==> src/rtl/blend_pkg.sv <==
// Shared widths, raster FIFO entry layout and arithmetic helpers for the blend result collector.
package blend_pkg;

    localparam int unsigned DEF_PROD_W = 16;
    localparam int unsigned DEF_PIX_W  = 8;
    localparam int unsigned DEF_SUM_W  = DEF_PROD_W + 1;
    localparam int unsigned BIAS_W     = DEF_SUM_W + 1;
    localparam int unsigned RND_W      = BIAS_W - DEF_PIX_W;

    localparam logic [15:0] CRC16_POLY = 16'h1021;
    localparam logic [15:0] CRC16_INIT = 16'hFFFF;

    typedef struct packed {
        logic [DEF_PIX_W-1:0] pix;
        logic                 sof;
        logic                 eol;
        logic                 eof;
    } pix_entry_t;

    function automatic int unsigned clog2(input int unsigned v);
        int unsigned r;
        r = 0;
        for (int i = 0; i < 32; i++) begin
            if ((64'd1 << i) < 64'(v)) r = i + 1;
        end
        return r;
    endfunction

    // Returns {sat, pixel}; the extra bias bit keeps a carry out of the rounding add visible.
    function automatic logic [DEF_PIX_W:0] round_sat(input logic [DEF_SUM_W-1:0] sum);
        logic [BIAS_W-1:0] biased;
        logic [RND_W-1:0]  r;
        biased = {1'b0, sum} + BIAS_W'(1 << (DEF_PIX_W - 1));
        r      = biased[BIAS_W-1:DEF_PIX_W];
        if (|r[RND_W-1:DEF_PIX_W]) return {1'b1, {DEF_PIX_W{1'b1}}};
        return {1'b0, r[DEF_PIX_W-1:0]};
    endfunction

    // CRC-16-CCITT, MSB-first, one pixel byte per call.
    function automatic logic [15:0] crc16_byte(input logic [15:0] crc, input logic [DEF_PIX_W-1:0] data);
        logic [15:0] c;
        c = crc;
        for (int i = DEF_PIX_W - 1; i >= 0; i--) begin
            if (c[15] ^ data[i]) c = {c[14:0], 1'b0} ^ CRC16_POLY;
            else                 c = {c[14:0], 1'b0};
        end
        return c;
    endfunction

endpackage

==> src/rtl/blend_fwft_fifo.sv <==
// First-word-fall-through FIFO with occupancy count; rdata_o shows the head entry whenever valid_o is high.
module blend_fwft_fifo
    import blend_pkg::*;
#(
    parameter  int unsigned WIDTH = 11,
    parameter  int unsigned DEPTH = 4,
    localparam int unsigned AW    = clog2(DEPTH),
    localparam int unsigned CW    = AW + 1
) (
    input  logic             clk,
    input  logic             rst_n,
    input  logic             push_i,
    input  logic [WIDTH-1:0] wdata_i,
    input  logic             pop_i,
    output logic             valid_o,
    output logic [WIDTH-1:0] rdata_o,
    output logic [CW-1:0]    count_o
);

    logic [WIDTH-1:0] mem_q [DEPTH];
    logic [AW-1:0]    wr_ptr_q;
    logic [AW-1:0]    rd_ptr_q;
    logic [CW-1:0]    count_q;
    logic             do_pop;

    assign do_pop = pop_i && (count_q != '0);

    // Pointers wrap naturally because DEPTH is a power of two.
    always_ff @(posedge clk) begin
        if (!rst_n) begin
            wr_ptr_q <= '0;
            rd_ptr_q <= '0;
            count_q  <= '0;
            for (int i = 0; i < int'(DEPTH); i++) mem_q[i] <= '0;
        end else begin
            assert (!(push_i && (count_q == CW'(DEPTH))));
            if (push_i) begin
                mem_q[wr_ptr_q] <= wdata_i;
                wr_ptr_q        <= wr_ptr_q + AW'(1);
            end
            if (do_pop) rd_ptr_q <= rd_ptr_q + AW'(1);
            case ({push_i, do_pop})
                2'b10:   count_q <= count_q + CW'(1);
                2'b01:   count_q <= count_q - CW'(1);
                default: count_q <= count_q;
            endcase
        end
    end

    assign valid_o = (count_q != '0);
    assign rdata_o = mem_q[rd_ptr_q];
    assign count_o = count_q;

endmodule

==> src/rtl/blend_result_collector.sv <==
// Sums, rounds and saturates blend product pairs, buffers them and emits a raster-tagged pixel stream.
// Optional: define BLEND_CRC_EN to add a per-frame CRC-16-CCITT output over handshaked pixels.
module blend_result_collector
    import blend_pkg::*;
#(
    parameter  int unsigned PROD_W     = DEF_PROD_W,
    parameter  int unsigned PIX_W      = DEF_PIX_W,
    parameter  int unsigned IMG_W      = 512,
    parameter  int unsigned IMG_H      = 512,
    parameter  int unsigned FIFO_DEPTH = 4,
    localparam int unsigned SAT_W      = 2 * clog2(IMG_W)
) (
    input  logic              clk,
    input  logic              rst_n,
    input  logic              in_valid,
    output logic              in_ready,
    input  logic [PROD_W-1:0] prod0,
    input  logic [PROD_W-1:0] prod1,
    output logic              out_valid,
    input  logic              out_ready,
    output logic [PIX_W-1:0]  out_pix,
    output logic              out_sof,
    output logic              out_eol,
    output logic              out_eof,
    output logic              frame_done,
`ifdef BLEND_CRC_EN
    output logic [15:0]       crc,
`endif
    output logic [SAT_W-1:0]  sat_cnt
);

    localparam int unsigned SUM_W   = PROD_W + 1;
    localparam int unsigned XW      = (clog2(IMG_W) > 0) ? clog2(IMG_W) : 1;
    localparam int unsigned YW      = (clog2(IMG_H) > 0) ? clog2(IMG_H) : 1;
    localparam int unsigned CW      = clog2(FIFO_DEPTH) + 1;
    localparam int unsigned OCC_W   = CW + 1;
    localparam int unsigned ENTRY_W = $bits(pix_entry_t);

    logic [XW-1:0]    x_q, x_d;
    logic [YW-1:0]    y_q, y_d;
    logic             accept;
    logic             tag_sof, tag_eol, tag_eof;

    logic             s1_v_q;
    logic [SUM_W-1:0] s1_sum_q;
    logic             s1_sof_q, s1_eol_q, s1_eof_q;

    logic [DEF_PIX_W:0] rs;
    logic               s2_sat;
    pix_entry_t         push_entry;
    pix_entry_t         rd_entry;

    logic             fifo_valid;
    logic [CW-1:0]    fifo_count;
    logic             pop;
    logic [OCC_W-1:0] occ_d;
    logic             in_ready_q, in_ready_d;
    logic [SAT_W-1:0] sat_cnt_q;

    assign accept = in_valid && in_ready_q;

    // Raster position of the pair being accepted this cycle.
    assign tag_sof = (x_q == '0) && (y_q == '0);
    assign tag_eol = (x_q == XW'(IMG_W - 1));
    assign tag_eof = tag_eol && (y_q == YW'(IMG_H - 1));

    always_comb begin
        x_d = x_q;
        y_d = y_q;
        if (accept) begin
            if (tag_eol) begin
                x_d = '0;
                y_d = (y_q == YW'(IMG_H - 1)) ? '0 : y_q + YW'(1);
            end else begin
                x_d = x_q + XW'(1);
            end
        end
    end

    always_ff @(posedge clk) begin
        if (!rst_n) begin
            x_q <= '0;
            y_q <= '0;
        end else begin
            x_q <= x_d;
            y_q <= y_d;
        end
    end

    // Stage 1: full-precision sum plus raster tags.
    always_ff @(posedge clk) begin
        if (!rst_n) begin
            s1_v_q   <= 1'b0;
            s1_sum_q <= '0;
            s1_sof_q <= 1'b0;
            s1_eol_q <= 1'b0;
            s1_eof_q <= 1'b0;
        end else begin
            s1_v_q <= accept;
            if (accept) begin
                s1_sum_q <= SUM_W'(prod0) + SUM_W'(prod1);
                s1_sof_q <= tag_sof;
                s1_eol_q <= tag_eol;
                s1_eof_q <= tag_eof;
            end
        end
    end

    // Stage 2: round/saturate; the FIFO entry itself is the stage-2 register.
    always_comb begin
        rs             = round_sat(s1_sum_q);
        s2_sat         = rs[DEF_PIX_W];
        push_entry.pix = rs[DEF_PIX_W-1:0];
        push_entry.sof = s1_sof_q;
        push_entry.eol = s1_eol_q;
        push_entry.eof = s1_eof_q;
    end

    blend_fwft_fifo #(
        .WIDTH (ENTRY_W),
        .DEPTH (FIFO_DEPTH)
    ) u_fifo (
        .clk     (clk),
        .rst_n   (rst_n),
        .push_i  (s1_v_q),
        .wdata_i (push_entry),
        .pop_i   (pop),
        .valid_o (fifo_valid),
        .rdata_o (rd_entry),
        .count_o (fifo_count)
    );

    assign pop        = fifo_valid && out_ready;
    assign out_valid  = fifo_valid;
    assign out_pix    = rd_entry.pix;
    assign out_sof    = rd_entry.sof;
    assign out_eol    = rd_entry.eol;
    assign out_eof    = rd_entry.eof;
    assign frame_done = pop && rd_entry.eof;

    // Credit is computed from next-cycle occupancy so in_ready is a plain register.
    assign occ_d      = OCC_W'(fifo_count) + OCC_W'(s1_v_q) + OCC_W'(accept) - OCC_W'(pop);
    assign in_ready_d = (occ_d < OCC_W'(FIFO_DEPTH));

    always_ff @(posedge clk) begin
        if (!rst_n) in_ready_q <= 1'b0;
        else        in_ready_q <= in_ready_d;
    end

    assign in_ready = in_ready_q;

    // Saturation statistics: restart on the sof pixel, sticky at all-ones.
    always_ff @(posedge clk) begin
        if (!rst_n) begin
            sat_cnt_q <= '0;
        end else if (s1_v_q) begin
            if (s1_sof_q)                       sat_cnt_q <= SAT_W'(s2_sat);
            else if (s2_sat && (sat_cnt_q != '1)) sat_cnt_q <= sat_cnt_q + SAT_W'(1);
        end
    end

    assign sat_cnt = sat_cnt_q;

`ifdef BLEND_CRC_EN
    logic [15:0] crc_q;

    always_ff @(posedge clk) begin
        if (!rst_n)   crc_q <= CRC16_INIT;
        else if (pop) crc_q <= crc16_byte(out_sof ? CRC16_INIT : crc_q, out_pix);
    end

    assign crc = crc_q;
`endif

endmodule

==> config.mk <==
export PLATFORM = sky130hd
export DESIGN_NAME = blend_result_collector
export DESIGN_NICKNAME = d
export VERILOG_FILES = /design/src/rtl/blend_pkg.sv /design/src/rtl/blend_fwft_fifo.sv /design/src/rtl/blend_result_collector.sv
export SDC_FILE = /design/constraint.sdc
export NUM_CORES = 1
export LEC_CHECK = 0
export ABC_AREA = 0
export BUFFER_PORTS_ARGS = -buffer_cell sky130_fd_sc_hd__buf_4
export CELL_PAD_IN_SITES_DETAIL_PLACEMENT = 0
export CELL_PAD_IN_SITES_GLOBAL_PLACEMENT = 1
export CORE_UTILIZATION = 30
export DETAILED_ROUTE_END_ITERATION = 7
export PLACE_DENSITY_LB_ADDON = 0.1
export SETUP_SLACK_MARGIN = 0.05
export SLEW_MARGIN = 20
export SYNTH_ARGS = -nofsm -noshare
export SYNTH_HDL_FRONTEND = slang
export SYNTH_SLANG_ARGS = --single-unit
==> constraint.sdc <==
create_clock -name clk -period 7.5 [get_ports clk]
set_input_delay 0.75 -clock clk [delete_from_list [all_inputs] [get_ports clk]]
set_output_delay 0.75 -clock clk [all_outputs]
set_load 0.03 [all_outputs]
# ---- Word level (Yosys, flattened, before mapping)
# Memory sizes are Yosys's and may differ from the RTL's. A register that Yosys moved wholly into a read port is not among the register bits.
# Cells that the tools add are included.
dict set report classes {
  addsub 12
  order_cmp 1
  n_eq_ne 5
  mux 17
  n_reduce_logical 16
}
# operator n
set ops {}
lappend ops {{2-to-1 mux 18 bit} 2}
lappend ops {{2-to-1 mux 9 bit} 4}
lappend ops {{adder 17 x 8 -> 18 bit, second input constant} 1}
lappend ops {{adder 18 x 1 -> 18 bit, second input constant} 1}
lappend ops {{adder 9 x 1 -> 9 bit, second input constant} 2}
lappend ops {{== test 9 bit, second input constant} 2}
lappend ops {{logical NOT 9 bit} 2}
lappend ops {{inequality test 18 bit, second input constant} 1}
lappend ops {{adder 16 x 16 -> 17 bit} 1}
lappend ops {{2-to-1 mux 11 bit} 1}
lappend ops {{OR reduction 11 bit} 1}
lappend ops {{logical AND 1 bit} 7}
lappend ops {{2-to-1 mux 1 bit} 6}
lappend ops {{2-to-1 mux 2 bit} 3}
lappend ops {{case mux 3 bit (2 select lines)} 1}
lappend ops {{adder 2 x 1 -> 2 bit, second input constant} 2}
lappend ops {{adder 3 x 1 -> 4 bit} 1}
lappend ops {{adder 4 x 1 -> 4 bit} 1}
lappend ops {{< comparator 4 x 3 -> 1 bit, second input constant} 1}
lappend ops {{AND reduction 2 bit} 2}
lappend ops {{nonzero test 2 bit} 2}
lappend ops {{subtractor 4 x 1 -> 4 bit} 1}
lappend ops {{adder 3 x 1 -> 3 bit, second input constant} 1}
lappend ops {{nonzero test 3 bit} 1}
lappend ops {{4 further kinds} 4}
dict set report word_totals {
  reg_bits 65
  ramBits 44
  input_bits 36
  memories 1
}
# name words width rd rd_clocked_by_memory_dff wr line_no
set memory_table {}
lappend memory_table {u_fifo.mem_q 4 11 1 1 4 blend_fwft_fifo.sv:20} ;# logic [WIDTH-1:0] mem_q [DEPTH];

# ---- Longest topological paths before layout
# Gate-level depths: netlist (run 1).
dict set report logic_depth {
  word_depth 7
  ltp_mapped 11
}

# ---- Hierarchy
# From an unflattened synthesis (run 1), not the netlist that was laid out.
dict set report hier_totals {
  hier_cells 572
  hier_area_um2 5733.0
}
# module n_inst cells_per_inst area_per_inst_um2
set modules_own_cells {}
lappend modules_own_cells {blend_result_collector 1 420 3389.5}
lappend modules_own_cells {blend_fwft_fifo 1 152 2343.5}

# ---- Least setup slack after synthesis (run 1)
# Ideal clock, no wire load.
dict set report synth_path {
  path_type {register to register}
  start {reg u_fifo.count_q[1], in the netlist u_fifo.count_o[1]}
  end {reg in_ready_q, in the netlist in_ready}
  setup_ps 59
  arrival_time_ps 2770
  setup_slack_ps 4670
  path_stages_with_launch 12
  path_buffers 0
  period_less_slack_ps 2830
  cell_sequence {dfxtp_1 -> inv_1 -> nand3_1 -> and2_1 -> ha_1 -> inv_1 -> ha_1 -> a21o_1 -> a21oi_1 -> or4b_2 -> o21ai_0 -> and2_1}
}
dict set report synth_via {
  elab_chain_len 4
}
# item line_no
set synth_rtl {}
lappend synth_rtl {{from (decl)} blend_fwft_fifo.sv:23} ;# logic [CW-1:0] count_q;
lappend synth_rtl {{from (signal assigned)} blend_fwft_fifo.sv:43} ;# 2'b10: count_q <= count_q + CW'(1);
lappend synth_rtl {{from (signal assigned)} blend_fwft_fifo.sv:44} ;# 2'b01: count_q <= count_q - CW'(1);
lappend synth_rtl {{from (signal assigned)} blend_fwft_fifo.sv:45} ;# default: count_q <= count_q;
lappend synth_rtl {{nonzero test 3 bit} blend_fwft_fifo.sv:50} ;# assign valid_o = (count_q != '0);
lappend synth_rtl {{named net out_valid} blend_result_collector.sv:19} ;# output logic out_valid,
lappend synth_rtl {{logical AND 1 bit} blend_result_collector.sv:133} ;# assign pop = fifo_valid && out_ready;
lappend synth_rtl {{subtractor 4 x 1 -> 4 bit} blend_result_collector.sv:142} ;# assign occ_d = OCC_W'(fifo_count) + OCC_W'(s1_v_q) + OCC_W'(accept) - OCC_W'(pop);
lappend synth_rtl {{< comparator 4 x 3 -> 1 bit} blend_result_collector.sv:143} ;# assign in_ready_d = (occ_d < OCC_W'(FIFO_DEPTH));
lappend synth_rtl {{to (signal assigned)} blend_result_collector.sv:147} ;# else in_ready_q <= in_ready_d;
lappend synth_rtl {{to (decl)} blend_result_collector.sv:57} ;# logic in_ready_q, in_ready_d;
# The timed path passes the listed nets, and every way through them passes these cells.
# A chain may end at the register's enable or synchronous reset.

==> impl_metrics.json, run 1 <==
{
  "fraction_of_final_layout_cells_with_drive_strength_greater_than_1_pct": 17.4,
  "top_level_ports": 68,
  "clk-insertion-delay-late_ps": 350,
  "core_region_area_um2": 17500,
  "synthesis.area_um2": 5430,
  "drv.max_cap_violation_count": 0,
  "placed_cell_areas_um2": 6150,
  "dp_hpwl_um": 9440,
  "drt_wirelength_um": 13400,
  "reg2reg_from": "s1_v_q",
  "grt_max_degree": 29,
  "io_buffers": 67,
  "setup_total_negative_slack_ps": 0,
  "layout_min_cycle_time_ps": 2940,
  "vias": 4285,
  "ant_nets": 0,
  "synth.ff_latch_count": 104,
  "p_per_area_nw_per_um2": 249,
  "report.final.setup_viol": 0,
  "clock_pin_slew_on_the_worst_setup_and_hold_paths_ps": 70,
  "postSynthNetCount": 622,
  "yosysWarningCount": 0,
  "critical_path.cell_chain": "mux4_2 -> and3_1 -> buf_4",
  "power.static_leakage_uw": 0.00253,
  "core.rowCount": 48,
  "cts_resized": 0,
  "synth_seq_area_share_pct": 46.5,
  "asyncSetResetFlopFracSynth_pct": 0,
  "timing.final.crit_share_pct": 39.1,
  "fillers": 1762,
  "multiInputGateArea_um2": 2710,
  "netlist_instances": 558,
  "area_delta_synth_final_pct": 19.6,
  "h-tree-depth": 3,
  "finalWeightedCongestion": 0.733,
  "antenna_found_initial": 0,
  "initial_util_pct": 31.0,
  "min_from": "s1_sum_q[7]",
  "cts_buffers": 9,
  "ys_dominant_reg_cell": "sky130_fd_sc_hd__dfxtp_1",
  "rrSetupSlack_ps": 4780,
  "final_instance_area_um2": 6490,
  "outcome": "finished, final reports clean",
  "timing.critical_path.buf_inv": 1,
  "routed_wire_length_per_instance_um": 15.7,
  "hold_buffers": 0,
  "final-max-slew-violation-count": 0,
  "cts_max_path_buffers": 2,
  "synth_cell_type_count": 56,
  "grt_first_pass_wirelength_um": 21300,
  "setup.worst_path.end_class": "primary output",
  "fmaxAchievable_mhz": 341,
  "post-route-drc-count": 0,
  "fin_worst_skew_ps": 7.64,
  "die_area_um2": 18600,
  "cpLargestDelayFamily": "flip-flops",
  "number_of_antenna_diodes": 0,
  "root_buffer": "sky130_fd_sc_hd__clkbuf_16",
  "worst_ir_drop_vdd_v": 0.000110,
  "drt_pass1_iterations": 4,
  "worstSetupPathType": "register to primary output",
  "max_slew.worst_pin.slew_ps": 855,
  "grt_pass1_vias": 4071,
  "tritoncts_clock_tree": "yes",
  "max_stage_delay_ps": 850,
  "postCtsSetupRepairBufs": 0,
  "worst_ep_arrival_time_ps": 2190,
  "crit_cells": 3,
  "rsz0062_at_grt": "false",
  "number_of_synthesized_flops_with_an_enable_pin": 44,
  "die_y_um": 136,
  "max-slew-margin-rel_pct": 42.8,
  "final_net_count": 684,
  "die_w_um": 136,
  "clock-sinks": 104,
  "layout.area.seq_um2": 2520,
  "avgViaCountPerCell": 5.04,
  "ff_to_ff_end": "in_ready",
  "hp-class": "register to register",
  "timing.critical_path.fanout_max": 11,
  "ff_to_ff_path_depth": 9,
  "timing.critical_path.slowest_stage_cell": "sky130_fd_sc_hd__dfxtp_1",
  "global_route.usage.total_pct": 15.0,
  "crit_end": "frame_done",
  "detailed_route_iter0_violations": 281,
  "hold_ws_ps": 479,
  "timing.critical_path.required_ps": 6750,
  "synthesis.area_per_instance_um2": 9.72,
  "timing.critical_path.from_type": "register",
  "finalHoldViolCount": 0,
  "overflow": 0
}
## area by class of cell
| class | instances | share of cell area [%] |
|---|---|---|
| clock buffer | 11 | 3.90 |
| clock inverter | 5 | 1.20 |
| inverter | 31 | 1.79 |
| multi-input combinational | 404 | 41.8 |
| sequential | 104 | 38.9 |
| tap | 225 | 4.34 |
| timing repair buffer | 70 | 8.10 |
## synth_stat cells (4+ instances only)
library cell | count | area (µm²)
sky130_fd_sc_hd__and2_1 | 5 | 31.3
sky130_fd_sc_hd__o311ai_0 | 8 | 70.1
sky130_fd_sc_hd__xnor2_1 | 11 | 96.3
sky130_fd_sc_hd__or3_1 | 11 | 68.8
sky130_fd_sc_hd__dfxtp_1 | 60 | 1200
sky130_fd_sc_hd__or2_2 | 4 | 25.0
sky130_fd_sc_hd__nand2_1 | 64 | 240
sky130_fd_sc_hd__clkbuf_1 | 15 | 56.3
sky130_fd_sc_hd__mux2i_1 | 4 | 40.0
sky130_fd_sc_hd__a21oi_1 | 39 | 195
sky130_fd_sc_hd__edfxtp_1 | 44 | 1320
sky130_fd_sc_hd__inv_1 | 31 | 116
sky130_fd_sc_hd__and3_1 | 10 | 62.6
sky130_fd_sc_hd__nand3_1 | 28 | 140
sky130_fd_sc_hd__nand2b_1 | 6 | 37.5
sky130_fd_sc_hd__nor2_1 | 59 | 221
sky130_fd_sc_hd__o21a_1 | 4 | 30.0
sky130_fd_sc_hd__o21ai_0 | 17 | 85.1
sky130_fd_sc_hd__nor4_1 | 8 | 50.1
sky130_fd_sc_hd__xor2_1 | 17 | 149
sky130_fd_sc_hd__mux4_2 | 11 | 248
sky130_fd_sc_hd__o211ai_1 | 9 | 67.6
sky130_fd_sc_hd__nand4_1 | 13 | 81.3
sky130_fd_sc_hd__ha_1 | 27 | 338
sky130_fd_sc_hd__o31ai_1 | 10 | 75.1
## worst register-to-register path, cell delays in order, from the launching register on
cell and delay, ps:
sky130_fd_sc_hd__dfxtp_1 540, sky130_fd_sc_hd__inv_1 220, sky130_fd_sc_hd__ha_1 390, sky130_fd_sc_hd__inv_1 80, sky130_fd_sc_hd__ha_1 270, sky130_fd_sc_hd__a21o_1 150, sky130_fd_sc_hd__a21oi_1 200, sky130_fd_sc_hd__or4b_2 590
sky130_fd_sc_hd__o21ai_0 80, sky130_fd_sc_hd__and2_1 130
## report_power, final
part           switching [µW]  internal [µW]
clock network             215            311
registers                59.0            634
logic                     231            168
## placed cells by master (no fill, tap or decap), drive strengths merged, types with 4 or more instances in the layout
cell / netlist / final
nand2: 65 / 65
xor2: 17 / 17
nand4: 13 / 13
or2: 4 / 4
nor4: 9 / 9
nand3: 30 / 30
nand2b: 6 / 6
nor2: 59 / 59
o21a: 4 / 4
buf: 4 / 70
or3: 11 / 11
o311ai: 8 / 8
and2: 5 / 5
a21oi: 39 / 39
inv: 31 / 32
and3: 10 / 10
dfxtp: 60 / 60
xnor2: 11 / 11
clkbuf: 15 / 11
ha: 27 / 27
o211ai: 9 / 9
o31ai: 10 / 10
mux4: 11 / 11
edfxtp: 44 / 44
mux2i: 4 / 4
o21ai: 18 / 18
## cell families after synthesis
kind of cell	count (synthesis)	share of synthesized area (%)
and+or+nand+nor	227	20.7
AOI/OAI and AO/OA	105	12.5
DFF	104	46.5
buffers and inverters	50	3.60
xor gates and xnor gates	28	4.52
adders and majority gates	28	6.60
muxes	16	5.58
## state kept, by name (all words and copies together) (netlist names), named ones only
register         flops
u_fifo.mem_q        44
sat_cnt             18
s1_sum_q            10
x_q                  9
y_q                  9
u_fifo.count_o       3
u_fifo.rd_ptr_q      2
u_fifo.wr_ptr_q      2
in_ready             1
s1_eof_q             1
s1_eol_q             1
s1_sof_q             1
s1_v_q               1
## routing by layer
layer  share of wire [%]  routed length [µm]  track usage (%)
met5                   0                   0                0
met4                 1.0                 138             4.44
met3                 2.9                 394             2.72
met2                  46                6120             23.5
met1                  50                6710             20.8
## worst min path at each step
stage / slack (ps) / cells after the start / to
finish: 480 / 2 / s1_sum_q[7]
global route: 520 / 2 / x_q[1]
CTS: 480 / 2 / s1_sum_q[7]
detailed placement: 470 / 2 / s1_sum_q[7]
global placement: 470 / 2 / s1_sum_q[7]
floorplan: 450 / 2 / s1_eof_q
## stage by stage
stage	power [µW]	utilization, %	std cells	worst slack, ps
2_1_floorplan	972	-	558	4670
3_3_place_gp	1110	35.2	834	4570
3_5_place_dp	1110	35.2	834	4550
4_1_cts	1640	37.1	850	4460
5_1_grt	1700	37.1	850	4400
6_report	1620	37.1	850	4560
Power figures use the tool's default switching activity.
==> inputs of run 2 (changes only) <==
- ABC_AREA: 0 -> 1
- clock period: 7.5 -> 2.42 ns (I/O delays scaled with it)
==> run 2 against run 1 <==
  * Flip-flop and latch count stayed put
  * Global-route usage increased by 0.22 points
  * Combinational power grew to 4.4 times the previous value
  * Clock skew grew 1.2 ps
  * Total power increased to 3.3 times the previous value
  * Cell area is 14% higher
  * Largest power group unchanged
==> impl_metrics.json, run 2 <==
{
  "dp_hpwl_um": 11500,
  "netlist_instances": 841,
  "synth.ff_latch_count": 104,
  "layout_min_cycle_time_ps": 2120,
  "worst_ir_drop_vdd_v": 0.000459,
  "fin_worst_skew_ps": 8.86,
  "routed_wire_length_per_instance_um": 13.0,
  "final-max-slew-violation-count": 0,
  "setup_total_negative_slack_ps": 0,
  "core_region_area_um2": 20200,
  "drt_wirelength_um": 15500,
  "drv.max_cap_violation_count": 0,
  "synth_top_cells_by_count": "191 x sky130_fd_sc_hd__nand2_1, 114 x sky130_fd_sc_hd__inv_1, 103 x sky130_fd_sc_hd__nor2_1",
  "largest_reg_flops": 44,
  "tritoncts_clock_tree": "yes",
  "fraction_of_final_layout_cells_with_drive_strength_greater_than_1_pct": 16.2,
  "finalHoldViolCount": 0,
  "ys_dominant_reg_cell": "sky130_fd_sc_hd__dfxtp_1",
  "max_flop_register": "u_fifo.mem_q",
  "vias": 5414,
  "post-route-drc-count": 0,
  "timing.critical_path.fanout_max": 10,
  "synth_cell_type_count": 43,
  "setup.worst_path.end_class": "register",
  "rsz0062_at_grt": "true",
  "root_buffer": "sky130_fd_sc_hd__clkbuf_16",
  "yosysMostFrequentCell": "sky130_fd_sc_hd__nand2_1",
  "detailed_route_iter0_violations": 193,
  "initial_util_pct": 30.6,
  "yosys.area.top_type": "sky130_fd_sc_hd__edfxtp_1",
  "timing.critical_path.required_ps": 2650,
  "worstSetupPathType": "register to register",
  "max_slew.worst_pin.slew_ps": 566,
  "ant_nets": 0,
  "area_delta_synth_final_pct": 19.2,
  "synthesis.area_per_instance_um2": 7.36,
  "die_w_um": 146,
  "leading_cell_type_in_the_layout_fill_and_taps_excluded": "sky130_fd_sc_hd__nand2_1",
  "grt_max_degree": 30,
  "placed_cell_areas_um2": 7040,
  "final_instance_area_um2": 7380,
  "die_y_um": 146,
  "fillers": 2175,
  "postCtsSetupRepairBufs": 0,
  "final_net_count": 979,
  "core.rowCount": 52,
  "clock_pin_slew_on_the_worst_setup_and_hold_paths_ps": 80,
  "leading_cell_types_by_total_area_after_synthesis": "sky130_fd_sc_hd__edfxtp_1 21%, sky130_fd_sc_hd__dfxtp_1 19%, sky130_fd_sc_hd__nand2_1 12%, sky130_fd_sc_hd__inv_1 6.9%, sky130_fd_sc_hd__nor2_1 6.2%",
  "asyncSetResetFlopFracSynth_pct": 0,
  "cts_max_path_buffers": 2,
  "finalWeightedCongestion": 0.809,
  "fmaxAchievable_mhz": 472,
  "io_buffers": 67,
  "grt_first_pass_wirelength_um": 26300,
  "synthesis.area_um2": 6190,
  "report.final.setup_viol": 0,
  "hold_buffers": 0,
  "antenna_found_initial": 0,
  "drt_pass1_iterations": 5,
  "top_level_ports": 68,
  "clock-sinks": 104,
  "postSynthNetCount": 905,
  "hp-class": "primary input to register",
  "overflow": 0,
  "highest_count_cells_in_the_layout_ignoring_fill_and_taps": "191 x sky130_fd_sc_hd__nand2_1, 114 x sky130_fd_sc_hd__inv_1, 102 x sky130_fd_sc_hd__nor2_1",
  "timing.critical_path.from_type": "register",
  "grt_pass1_vias": 5382,
  "avgViaCountPerCell": 4.55,
  "worst_ep_arrival_time_ps": 2350,
  "power.static_leakage_uw": 0.00334,
  "p_per_area_nw_per_um2": 728,
  "clk-insertion-delay-late_ps": 350,
  "timing.final.crit_share_pct": 87.5,
  "number_of_antenna_diodes": 0,
  "global_route.usage.total_pct": 15.2,
  "cts_buffers": 9,
  "max-slew-margin-rel_pct": 62.2,
  "synth_largest_type_area_fraction_pct": 21.4,
  "die_area_um2": 21200,
  "hold_ws_ps": 270,
  "synth_seq_area_share_pct": 40.8,
  "outcome": "finished, final reports clean",
  "h-tree-depth": 3,
  "number_of_synthesized_flops_with_an_enable_pin": 44,
  "yosysWarningCount": 0
}
==> run 2: changes by cell type in the layout (fill, tap and decap cells not counted), sizes merged, moves of 10 or more <==
| cell | change |
|---|---|
| nand2 | +145 |
| inv | +91 |
| nor2 | +49 |
| o21ai | +36 |
| nand3 | +28 |
| a21oi | +25 |
| buf | +14 |
| nor3 | +12 |
| mux4 | -11 |
| or3 | -11 |
| o22ai | +10 |
==> run 2: critical path: stages (launching register included) <==
cell,delay (ps)
sky130_fd_sc_hd__dfxtp_1,380
sky130_fd_sc_hd__ha_1,190
sky130_fd_sc_hd__nand2_1,90
sky130_fd_sc_hd__nor3_2,180
sky130_fd_sc_hd__inv_1,70
sky130_fd_sc_hd__nor3_1,150
sky130_fd_sc_hd__ha_1,240
sky130_fd_sc_hd__nand2_4,110
sky130_fd_sc_hd__nor2_4,110
sky130_fd_sc_hd__nand3_1,100
sky130_fd_sc_hd__nor2_1,130
sky130_fd_sc_hd__nand2_1,80
sky130_fd_sc_hd__nor2_1,120
sky130_fd_sc_hd__nor3b_2,50
==> run 2: final cells by class <==
| cell class | instances | area [µm²] | share of cell area (%) |
|---|---|---|---|
| clock inverters | 6 | 86.3 | 1.17 |
| inverters | 121 | 454 | 6.15 |
| well taps | 270 | 338 | 4.58 |
| multi-input cells | 595 | 3120 | 42.3 |
| flip-flops and latches | 104 | 2520 | 34.2 |
| repair buffers | 84 | 631 | 8.55 |
| clock buffers | 10 | 229 | 3.10 |
==> run 2: through the flow <==
step	setup slack [ps]	cells	power (µW)	util, %
final	303	1190	5370	36.5
after detailed placement	153	1174	3870	34.8
after floorplan	205	841	3300	-
after global placement	238	1174	3840	34.8
after global routing	31.1	1190	5730	36.5
after CTS	131	1190	5450	36.4
==> run 2: cell families after synthesis <==
| group | after synthesis | share of synthesized area (%) |
|---|---|---|
| buffers and inverters | 142 | 9.18 |
| XOR/XNOR | 10 | 1.42 |
| flip-flops | 104 | 40.8 |
| AND/OR/NAND/NOR | 413 | 29.8 |
| adder cells (fa/ha/maj) | 28 | 5.78 |
| AO/OA/AOI/OAI | 144 | 13.1 |
==> run 2: layer usage <==
metal | vias up | wire length, µm | GRT usage (%)
li1 | 2891 | - | -
met3 | 15 | 320 | 2.38
met1 | 2449 | 7580 | 19.7
met5 | - | 0 | 0
met4 | 0 | 227 | 3.95
met2 | 59 | 7330 | 26.2
==> run 2: repair_timing <==
item | 4_1_cts | 5_1_grt
hold endpoints to repair | 0 | 0
endpoints found under the setup margin | 0 | 9
gates resized for setup | 0 | 5
==> run 2: worst paths after layout <==
kind,startpoint,to,slack [ps],depth (start not counted)
min reg2reg,u_fifo.rd_ptr_q[1],u_fifo.rd_ptr_q[1],470,2
max,x_q[1],y_q[7],300,13
max reg2reg,x_q[1],y_q[7],300,13
min,out_ready,register,270,4
==> run 2: power breakdown <==
part / internal, µW / total (µW) / leakage (µW) / switching (µW)
Combinational: 587 / 1740 / 0.00225 / 1160
Clock: 833 / 1550 / 0.000154 / 717
Sequential: 1970 / 2080 / 0.000938 / 108
Total: 3390 / 5370 / 0.00334 / 1980
